===== src/rtl/regw_arb_pkg.sv =====
// regw_arb_pkg: shared widths, FIFO entry and grant-source types for the register-file write-port arbiter
package regw_arb_pkg;
  localparam int REG_W = 5;
  localparam int DATA_W = 32;
  typedef struct packed {
    logic valid;
    logic [REG_W-1:0] regsrc;
    logic [DATA_W-1:0] wdata;
  } regw_entry_t;
  typedef enum logic [1:0] {GNT_NONE, GNT_PIPE, GNT_FIFO} gnt_e;
  function automatic logic [(1<<REG_W)-1:0] reg_onehot(input logic [REG_W-1:0] r);
    reg_onehot = '0;
    reg_onehot[r] = 1'b1;
  endfunction
endpackage


===== src/rtl/regw_arb_fifo.sv =====
// regw_arb_fifo: circular MDU result buffer with per-entry WAW squash and pending-destination mask
module regw_arb_fifo
  import regw_arb_pkg::*;
#(
  parameter int DEPTH = 2
) (
  input  logic                   clk,
  input  logic                   resetn,
  input  logic                   push,
  input  regw_entry_t            push_entry,
  input  logic                   pop,
  input  logic                   squash_en,
  input  logic [REG_W-1:0]       squash_reg,
  output regw_entry_t            head,
  output logic                   full,
  output logic                   empty,
  output logic [(1<<REG_W)-1:0]  pend_mask
);
  localparam int PW = DEPTH > 1 ? $clog2(DEPTH) : 1;
  localparam int CW = $clog2(DEPTH + 1);
  regw_entry_t mem [DEPTH];
  logic [PW-1:0] rd_ptr, wr_ptr;
  logic [CW-1:0] count;
  assign head = mem[rd_ptr];
  assign full = count == CW'(DEPTH);
  assign empty = count == '0;
  always_ff @(posedge clk or negedge resetn)
    if (!resetn) begin
      mem <= '{default: '0};
      rd_ptr <= '0;
      wr_ptr <= '0;
      count <= '0;
    end else begin
      for (int i = 0; i < DEPTH; i++)
        if (squash_en && mem[i].regsrc == squash_reg) mem[i].valid <= 1'b0;
      if (pop) begin
        mem[rd_ptr].valid <= 1'b0;
        rd_ptr <= rd_ptr == PW'(DEPTH - 1) ? '0 : rd_ptr + 1'b1;
      end
      if (push) begin
        mem[wr_ptr] <= '{valid: push_entry.valid && !(squash_en && push_entry.regsrc == squash_reg),
                         regsrc: push_entry.regsrc, wdata: push_entry.wdata};
        wr_ptr <= wr_ptr == PW'(DEPTH - 1) ? '0 : wr_ptr + 1'b1;
      end
      count <= count + CW'(push) - CW'(pop);
    end
  always_comb begin
    pend_mask = '0;
    for (int i = 0; i < DEPTH; i++)
      pend_mask = pend_mask | (mem[i].valid ? reg_onehot(mem[i].regsrc) : '0);
    pend_mask[0] = 1'b0;
  end
endmodule


===== src/rtl/regfile_wport_arbiter.sv =====
// regfile_wport_arbiter: shares the RF write port between writeback and MDU; REGW_ARB_FWD_EN enables the registered forwarding bus
module regfile_wport_arbiter
  import regw_arb_pkg::*;
#(
  parameter int FIFO_DEPTH = 2,
  parameter int STARVE_LIMIT = 4
) (
  input  logic              clk,
  input  logic              resetn,
  input  logic              wb_wen,
  input  logic [REG_W-1:0]  wb_regsrc,
  input  logic [DATA_W-1:0] wb_wdata,
  input  logic              mdu_valid,
  output logic              mdu_ready,
  input  logic [REG_W-1:0]  mdu_regsrc,
  input  logic [DATA_W-1:0] mdu_wdata,
  output logic              arb_stall,
  output logic              rf_wen,
  output logic [REG_W-1:0]  rf_waddr,
  output logic [DATA_W-1:0] rf_wdata,
  output logic [31:0]       pend_mask,
  output logic              fwd_wen,
  output logic [REG_W-1:0]  fwd_regsrc,
  output logic [DATA_W-1:0] fwd_wdata
);
  localparam int SW = $clog2(STARVE_LIMIT + 1);
  regw_entry_t head, mdu_entry;
  logic full, empty, pipe_req, push, pop;
  logic [SW-1:0] starve_cnt;
  gnt_e gnt;
  assign pipe_req = wb_wen && wb_regsrc != '0;
  assign mdu_ready = !full;
  assign push = mdu_valid && !full && mdu_regsrc != '0;
  assign mdu_entry = '{valid: 1'b1, regsrc: mdu_regsrc, wdata: mdu_wdata};
  assign arb_stall = starve_cnt == SW'(STARVE_LIMIT);
  always_comb begin
    gnt = arb_stall ? GNT_FIFO : pipe_req ? GNT_PIPE : !empty ? GNT_FIFO : GNT_NONE;
    pop = !empty && (gnt == GNT_FIFO || !head.valid);
    rf_wen = gnt == GNT_PIPE || (gnt == GNT_FIFO && head.valid);
    rf_waddr = gnt == GNT_FIFO ? head.regsrc : wb_regsrc;
    rf_wdata = gnt == GNT_FIFO ? head.wdata : wb_wdata;
  end
  regw_arb_fifo #(.DEPTH(FIFO_DEPTH)) u_fifo (
    .clk        (clk),
    .resetn     (resetn),
    .push       (push),
    .push_entry (mdu_entry),
    .pop        (pop),
    .squash_en  (gnt == GNT_PIPE),
    .squash_reg (wb_regsrc),
    .head       (head),
    .full       (full),
    .empty      (empty),
    .pend_mask  (pend_mask)
  );
  always_ff @(posedge clk or negedge resetn)
    if (!resetn) starve_cnt <= '0;
    else starve_cnt <= (empty || pop) ? '0 : arb_stall ? starve_cnt : starve_cnt + 1'b1;
`ifdef REGW_ARB_FWD_EN
  always_ff @(posedge clk or negedge resetn)
    if (!resetn) begin
      fwd_wen <= 1'b0;
      fwd_regsrc <= '0;
      fwd_wdata <= '0;
    end else begin
      fwd_wen <= rf_wen;
      fwd_regsrc <= rf_waddr;
      fwd_wdata <= rf_wdata;
    end
`else
  assign fwd_wen = 1'b0;
  assign fwd_regsrc = '0;
  assign fwd_wdata = '0;
`endif
endmodule


===== config.mk =====
export PLATFORM = sky130hd
export DESIGN_NAME = regfile_wport_arbiter
export DESIGN_NICKNAME = d
export VERILOG_FILES = /design/src/rtl/regw_arb_pkg.sv /design/src/rtl/regw_arb_fifo.sv /design/src/rtl/regfile_wport_arbiter.sv
export SDC_FILE = /design/constraint.sdc
export NUM_CORES = 1
export LEC_CHECK = 0
export ABC_AREA = 1
export ABC_CLOCK_PERIOD_IN_PS = 2700
export CAP_MARGIN = 40
export CELL_PAD_IN_SITES_DETAIL_PLACEMENT = 2
export CELL_PAD_IN_SITES_GLOBAL_PLACEMENT = 2
export CORE_UTILIZATION = 25
export CTS_BUF_LIST = sky130_fd_sc_hd__clkbuf_4
export CTS_CLUSTER_DIAMETER = 60
export DETAILED_ROUTE_END_ITERATION = 6
export PLACE_DENSITY_LB_ADDON = 0.1
export RECOVER_POWER = 100
export SYNTH_ARGS = -nofsm -noshare
export SYNTH_HDL_FRONTEND = slang
export SYNTH_HIERARCHICAL = 1
export SYNTH_SLANG_ARGS = --single-unit

===== constraint.sdc =====
create_clock -name clk -period 2.7 [get_ports clk]
set_input_delay 0.27 -clock clk [delete_from_list [all_inputs] [get_ports clk]]
set_output_delay 0.27 -clock clk [all_outputs]
set_load 0.02 [all_outputs]

==> results.txt, run 1 <==
Outcome: complete, but fails checks
Failing checks: max-capacitance violations, max-slew violations
Nets: 977
Crit. path cell count: 4
Vias in the first global route: 5,932
Switch share: 0.486
Initial antenna violation count: 2
DIE AREA: 21,800 sq um
Max Slew Vio Count: 28
CP cell instances: inv_1 -> nand3_1 -> o22ai_1 -> clkdlybuf4s50_1
Worst rel slew slack: -0.0746
Routed len/inst: 16.6 um
Dpl hpwl: 14.7 mm
I/O Pins: 188
RSZ-0062 raised after global routing: yes
Data required time of the worst path: 2430 ps
PD cells: 966 nW/um^2
Reg clk slew, reported paths: 160 ps
WHS Path Cells: 3
CP Max Fanout: 8
Crit path capture type: output port
Fillers: 2,468
P_leak: 3.45 nW
H-tree Lvls: 3
EDFF count, synth: 0
Global-route wire length before repair: 31.4 mm
F_max: 0.383 GHz
Commonest cells in the netlist: 289 x nand2_1, 83 x dfrtp_1, 68 x nand3_1
Starting density of the core: 0.258
Yosys reg bits: 83
Total clock sinks: 83
Main synth FF type: dfrtp_1
Cells after synthesis: 747
R2R depth: 13
Area growth from synthesis to layout: 32.0%
Overflow after GRT: 0
Largest cells by area after synthesis: dfrtp_1 39%, nand2_1 20%, nand3_1 6.4%
Die H: 148 um
Flop2flop setup slack: 450 ps
CP arrival: 2340 ps
Setup TNS: 0 ps
Worst-Skew Late Latency: 470 ps
Global route hottest layer: met2
Startpoint of the worst register-to-register path: starve_cnt[1]
Mean number of vias per cell: 4.65
GR Util met1: 0.221
Die W: 148 um
Worst Tran Pin Value: 1610 ps
Gp weighted congestion: 0.818
CTS tree: built
Sequential Area: 2080 sq um
Post-Route WL: 19.5 mm
HP Class: primary input to flip-flop
Post-synthesis sequential area ratio: 0.392
Top cell family by delay on the critical path: buffers and inverters
Async S/R FF share, synth: 1.00
Post-synth top area share: 0.392
Routed Antenna Nets: 0
DRC viols: 0
Hold path start: mdu_wdata[23]
Reg power frac: 0.336
# port buffers: 148
Clock network fraction of total power: 0.127
Worst clock skew: 24.2 ps
Largest net degree at the start of global routing: 49
Slowest cell on crit path: clkdlybuf4s50_1
Kind of start point of the critical path: flip-flop
Net switching power: 3.28 mW
Met2 GRT Util: 0.323
Final period demand of the worst path: 2610 ps
Util after Layout: 0.341
Layout cells sized above 1: 0.0789
R2r endpoint: u_fifo/count[1]
Count leader, synth: nand2_1
Clock root cell: clkbuf_4
Peak supply drop: 260 uV
M3 GR Usage: 0.0355
Synth unique cells: 26
Routed vias: 5,450
Multi-input logic area: 2450 sq um
Final setup violation count: 0
Leading area contributor after synthesis: dfrtp_1
Buf+Inv Stages, Crit Path: 2
TritonCTS Buffers: 9
Period utilisation layout: 0.966
MaxCap Viol Count: 1
Final Hold Slack: 362 ps
Mapped Area: 5300 sq um
Gate power share: 0.537
Gr usage total: 0.183
Core Rows: 52
Synth warn: 6
Drt initial violations: 157
Max incr delay on CP: 640 ps
Core area: 20,500 sq um
Internal: 3.47 mW
DRT Pass-1 Iters: 4
Syn avg cell area: 7.09 sq um
WS Path Type: flip-flop to output port
Final hold vios: 0
Hold Path Sink: u_fifo/mem[23]
Worst-case clock buffer depth: 2
repair_timing:
action	CTS	global route
hold buffers	1	0
cloned	0	0
hold endpoints to repair	25	0
pin swaps	0	1
endpoints found under the setup margin	37	43
gates resized for setup	93	8
setup buffers	0	4
layout make-up:
type | count | share of cell area
diodes | 1 | 0.000358
repair buffers | 177 | 0.243
clock inverters | 7 | 0.0131
flip-flops and latches | 83 | 0.297
inverters | 70 | 0.0376
well taps | 270 | 0.0483
multi-input cells | 554 | 0.351
clock buffers | 9 | 0.00966
per-layer routing:
metal	up-vias	wire, um
met3	26	912
met5	-	15
met4	2	350
met1	2684	8530
li1	2587	-
met2	151	9670
sequential cells by signal, summed over array words and instances, names as in the netlist:
| name | flops |
|---|---|
| starve_cnt | 3 |
| u_fifo/rd_ptr | 1 |
| u_fifo/wr_ptr | 1 |
| u_fifo/mem | 76 |
| u_fifo/count | 2 |
tightest hold or removal path, delay by kind of cell:
kind,cells,cell delay [ps]
compound gates,1,80
buf+inv,2,450
worst max-delay path by stage:
stage                              start         endpoint  slack [ps]
final                     u_fifo/mem[70]     pend_mask[2]          90
after CTS                  starve_cnt[0]      rf_waddr[0]         0.7
after global placement      wb_regsrc[3]      rf_wdata[5]          80
after detailed placement   starve_cnt[0]      rf_waddr[1]          80
after global routing      u_fifo/mem[71]    pend_mask[29]         -20
after floorplan            starve_cnt[0]  u_fifo/count[0]         700
power by group through the flow:
stage                     Combinational, mW  Clock, mW  Sequential [mW]
after floorplan                        2.68          0             2.10
final                                  3.62      0.857             2.27
after CTS                              3.93      0.897             2.29
after detailed placement               4.00          0             2.31
after global placement                 3.84          0             2.26
after global routing                   4.08      0.938             2.35
cells by family after synthesis:
| kind of cell | count (synthesis) | synth area share |
|---|---|---|
| xor gates and xnor gates | 4 | 0.00662 |
| other | 3 | 0.00213 |
| buffers and inverters | 148 | 0.159 |
| AOI/OAI and AO/OA | 122 | 0.139 |
| adders and majority gates | 4 | 0.00945 |
| and+or+nand+nor | 383 | 0.291 |
| DFF | 83 | 0.392 |
stage by stage:
stage	instances	power, mW	worst slack [ps]	instance area (sq um)
2_1_floorplan	785	4.78	698	5440
3_3_place_gp	1149	6.10	76.5	6920
3_5_place_dp	1149	6.31	81.1	6920
4_1_cts	1166	7.11	0.673	7120
5_1_grt	1171	7.37	-18.6	6990
6_report	1171	6.75	92.3	6990
placed cells by master (no fill, tap or decap), drive strengths merged:
| master | count |
|---|---|
| nand2 | 291 |
| clkdlybuf4s50 | 105 |
| o21ai | 88 |
| dfrtp | 83 |
| inv | 71 |
| nand3 | 68 |
| conb | 41 |
| o22ai | 31 |
| clkdlybuf4s15 | 30 |
| nor2 | 22 |
| clkbuf | 22 |
| buf | 20 |
| dlygate4sd3 | 5 |
| ha | 4 |
| dlygate4sd2 | 4 |
| xnor2 | 3 |
| a21oi | 2 |
| nor3 | 2 |
| bufinv | 2 |
| clkinv | 2 |
| clkinvlp | 2 |
| diode | 1 |
| a211oi | 1 |
| xor2 | 1 |
Power figures use the tool's default switching activity.
==> inputs of run 2 (changes only) <==
--- a/config.mk
+++ b/config.mk
@@ -8,14 +8,13 @@
 export ABC_AREA = 1
 export ABC_CLOCK_PERIOD_IN_PS = 2700
 export CAP_MARGIN = 40
-export CELL_PAD_IN_SITES_DETAIL_PLACEMENT = 2
-export CELL_PAD_IN_SITES_GLOBAL_PLACEMENT = 2
-export CORE_UTILIZATION = 25
+export CORE_UTILIZATION = 30
 export CTS_BUF_LIST = sky130_fd_sc_hd__clkbuf_4
 export CTS_CLUSTER_DIAMETER = 60
 export DETAILED_ROUTE_END_ITERATION = 6
-export PLACE_DENSITY_LB_ADDON = 0.1
+export GPL_ROUTABILITY_DRIVEN = 0
 export RECOVER_POWER = 100
+export SETUP_SLACK_MARGIN = 0.15
 export SYNTH_ARGS = -nofsm -noshare
 export SYNTH_HDL_FRONTEND = slang
 export SYNTH_HIERARCHICAL = 1
==> run 2 against run 1 <==
Effect of this change: the flow now finishes without violations; design area fell by 3.1%; global-route usage shrank 1.5 points; first-iteration DRC count up 120%; combinational power down 5.8%; critical path depth is 1 lower; core utilization increased by 5.1 points; worst setup slack improved by 33 ps; clock skew shrank 14 ps; highest routed layer is now met4.
==> results.txt, run 2 (synthesis gave the netlist of run 1 again) <==
Gr usage total: 0.168 (-0.0153)
Worst-case clock buffer depth: 2 (unchanged)
Routed vias: 5,074 (-6.9%)
Fillers: 1,879 (-24%)
Area growth from synthesis to layout: 28.0%
Overflow after GRT: 0 (unchanged)
Total placed instance area: 6840 sq um (-1.1%)
Buf+Inv Stages, Crit Path: 1 (-1)
DRC viols: 0 (unchanged)
Mean number of vias per cell: 4.52 (-2.9%)
DRT Pass-1 Iters: 7 (+3)
CP arrival: 2300 ps (-40 ps)
Final hold vios: 0 (unchanged)
Final Non-Filler Cells: 1,123 (-4.1%)
Setup TNS: 0 ps (unchanged)
H-tree Lvls: 3 (unchanged)
Most frequent cells in the layout: 287 x nand2_1, 87 x clkdlybuf4s50_1, 82 x dfrtp_1
I/O Pins: 188 (unchanged)
Total clock sinks: 83 (unchanged)
Initial antenna violation count: 1 (-1)
F_max: 0.388 GHz (+1.3%)
Final setup violation count: 0 (unchanged)
HP Class: primary input to flip-flop
Starting density of the core: 0.306 (+0.0478)
Worst-Skew Late Latency: 450 ps (-20 ps)
Outcome: finished clean
Post-Route WL: 15.2 mm (-22%)
Clock root cell: clkbuf_4
Worst clock skew: 10.5 ps (-13.6 ps)
Die W: 135 um (-8.6%)
TritonCTS Buffers: 9 (unchanged)
Vias in the first global route: 4,828 (-19%)
Slowest cell on crit path: dlygate4sd3_1
P_leak: 3.44 nW (-0.18%)
RSZ-0062 raised after global routing: yes
PD cells: 936 nW/um^2 (-3.1%)
Largest net degree at the start of global routing: 66 (+35%)
Crit path capture type: output port
Most flops, register: u_fifo/mem
Biggest regs: u_fifo/mem: 76 flops, starve_cnt: 3 flops, u_fifo/count: 2 flops
Final period demand of the worst path: 2570 ps (-33.1 ps)
MaxCap Viol Count: 0 (-1)
DIE AREA: 18,200 sq um (-16%)
Period utilisation layout: 0.954 (-0.0122)
Layout cells sized above 1: 0.0569 (-0.0220)
Global-route wire length before repair: 24.1 mm (-23%)
Nets: 974 (-0.31%)
Final instance area: 6780 sq um (-3.1%)
Peak supply drop: 380 uV (+46%)
CTS tree: built
Max reg flops: 76 (unchanged)
# port buffers: 148 (unchanged)
Kind of start point of the critical path: flip-flop
Die H: 135 um (-8.6%)
WS Path Type: flip-flop to output port
Max Slew Vio Count: 0 (-100%)
Core Rows: 48 (-7.7%)
Data required time of the worst path: 2430 ps (about the same)
Routed Antenna Nets: 0 (unchanged)
CP Max Fanout: 8 (unchanged)
Reg clk slew, reported paths: 130 ps (-30 ps)
Routed len/inst: 13.6 um (-18%)
Worst rel slew slack: 0.249 (+0.323)
Core area: 17,300 sq um (-16%)
Placed insts: 1,101 (-4.2%)
Dpl hpwl: 10.6 mm (-28%)
Commonest non-fill, non-tap cell in the layout: nand2_1
Worst Tran Pin Value: 1130 ps (-485 ps)
Max incr delay on CP: 700 ps (+60 ps)
Top cell family by delay on the critical path: buffers and inverters
CP cell instances: nand3_1 -> o22ai_1 -> dlygate4sd3_1
Drt initial violations: 345 (+120%)
run 2: cell types whose count changed in the layout (fill, tap and decap cells not counted), sizes merged, moves of 6 or more:
cell / before / now
clkdlybuf4s15: 30 / 3
clkbuf: 22 / 42
clkdlybuf4s50: 105 / 87
dlygate4sd3: 5 / 20
clkdlybuf4s25: 0 / 6
run 2: worst paths after layout:
| path | start | endpoint | slack [ps] | cells past startpoint |
|---|---|---|---|---|
| max | u_fifo/mem[37] | pend_mask[23] | 130 | 3 |
| min | mdu_wdata[0] | u_fifo/mem[0] | 360 | 3 |
| min in group asynchronous | resetn | u_fifo/mem[55] | 500 | 2 |
| max in group asynchronous | resetn | u_fifo/mem[35] | 530 | 3 |
| min reg2reg | starve_cnt[0] | starve_cnt[0] | 470 | 1 |
| max reg2reg | u_fifo/count[1] | u_fifo/mem[39] | 430 | 11 |
run 2: final cells by class:
class / count / area (sq um) / share of cell area
Clock inverter: 7 / 58.8 / 0.00868
Multi-Input combinational cell: 554 / 2480 / 0.365
Clock buffer: 9 / 67.6 / 0.00997
Timing Repair Buffer: 174 / 1550 / 0.229
Sequential cell: 83 / 2080 / 0.307
Inverter: 70 / 263 / 0.0388
Antenna cell: 1 / 2.50 / 0.000369
Tap cell: 225 / 282 / 0.0415
run 2: routing by layer:
metal / wire (um) / up-vias / GRT usage / share of wire
met3: 836 / 17 / 0.0435 / 0.055
met5: 0 / - / 0 / 0
li1: - / 2585 / - / -
met1: 6780 / 2283 / 0.213 / 0.44
met4: 216 / 0 / 0.0443 / 0.014
met2: 7410 / 189 / 0.283 / 0.49
run 2: through the flow:
stage | hold WS [ps] | power (mW) | setup slack (ps) | utilization
after floorplan | -25.6 | 4.78 | 698 | -
after global placement | 287 | 5.96 | 265 | 0.396
after detailed placement | 290 | 6.01 | 229 | 0.396
after CTS | 298 | 6.61 | 128 | 0.403
after global routing | 321 | 6.96 | 35.9 | 0.392
final | 361 | 6.34 | 125 | 0.392
run 2: power by group:
part	total [mW]	switching [mW]	internal [mW]
clock	0.709	0.439	0.270
sequential	2.22	0.411	1.81
combinational	3.41	2.21	1.20
total	6.34	3.06	3.28
run 2: repair_timing:
| item | CTS | global route |
|---|---|---|
| gates resized for setup | 55 | 56 |
| pin swaps | 0 | 2 |
| hold buffers | 1 | 0 |
| buffers inserted | 0 | 3 |
| hold endpoints to repair | 38 | 0 |
| cloned | 0 | 1 |
| endpoints found under the setup margin | 44 | 68 |
run 2: worst min-delay path: stages:
cell	delay [ps]
clkdlybuf4s50_1	390
inv_1	60
o21ai_1	60
==> inputs of run 3 (changes only) <==
--- a/config.mk
+++ b/config.mk
@@ -7,7 +7,7 @@
 export LEC_CHECK = 0
 export ABC_AREA = 1
 export ABC_CLOCK_PERIOD_IN_PS = 2700
-export CAP_MARGIN = 40
+export CAP_MARGIN = 20
 export CORE_UTILIZATION = 30
 export CTS_BUF_LIST = sky130_fd_sc_hd__clkbuf_4
 export CTS_CLUSTER_DIAMETER = 60
@@ -19,3 +19,4 @@
 export SYNTH_HDL_FRONTEND = slang
 export SYNTH_HIERARCHICAL = 1
 export SYNTH_SLANG_ARGS = --single-unit
+export TNS_END_PERCENT = 100
==> results of run 3 <==
The final DEF is identical to that of run 2; final timing and power are the same.
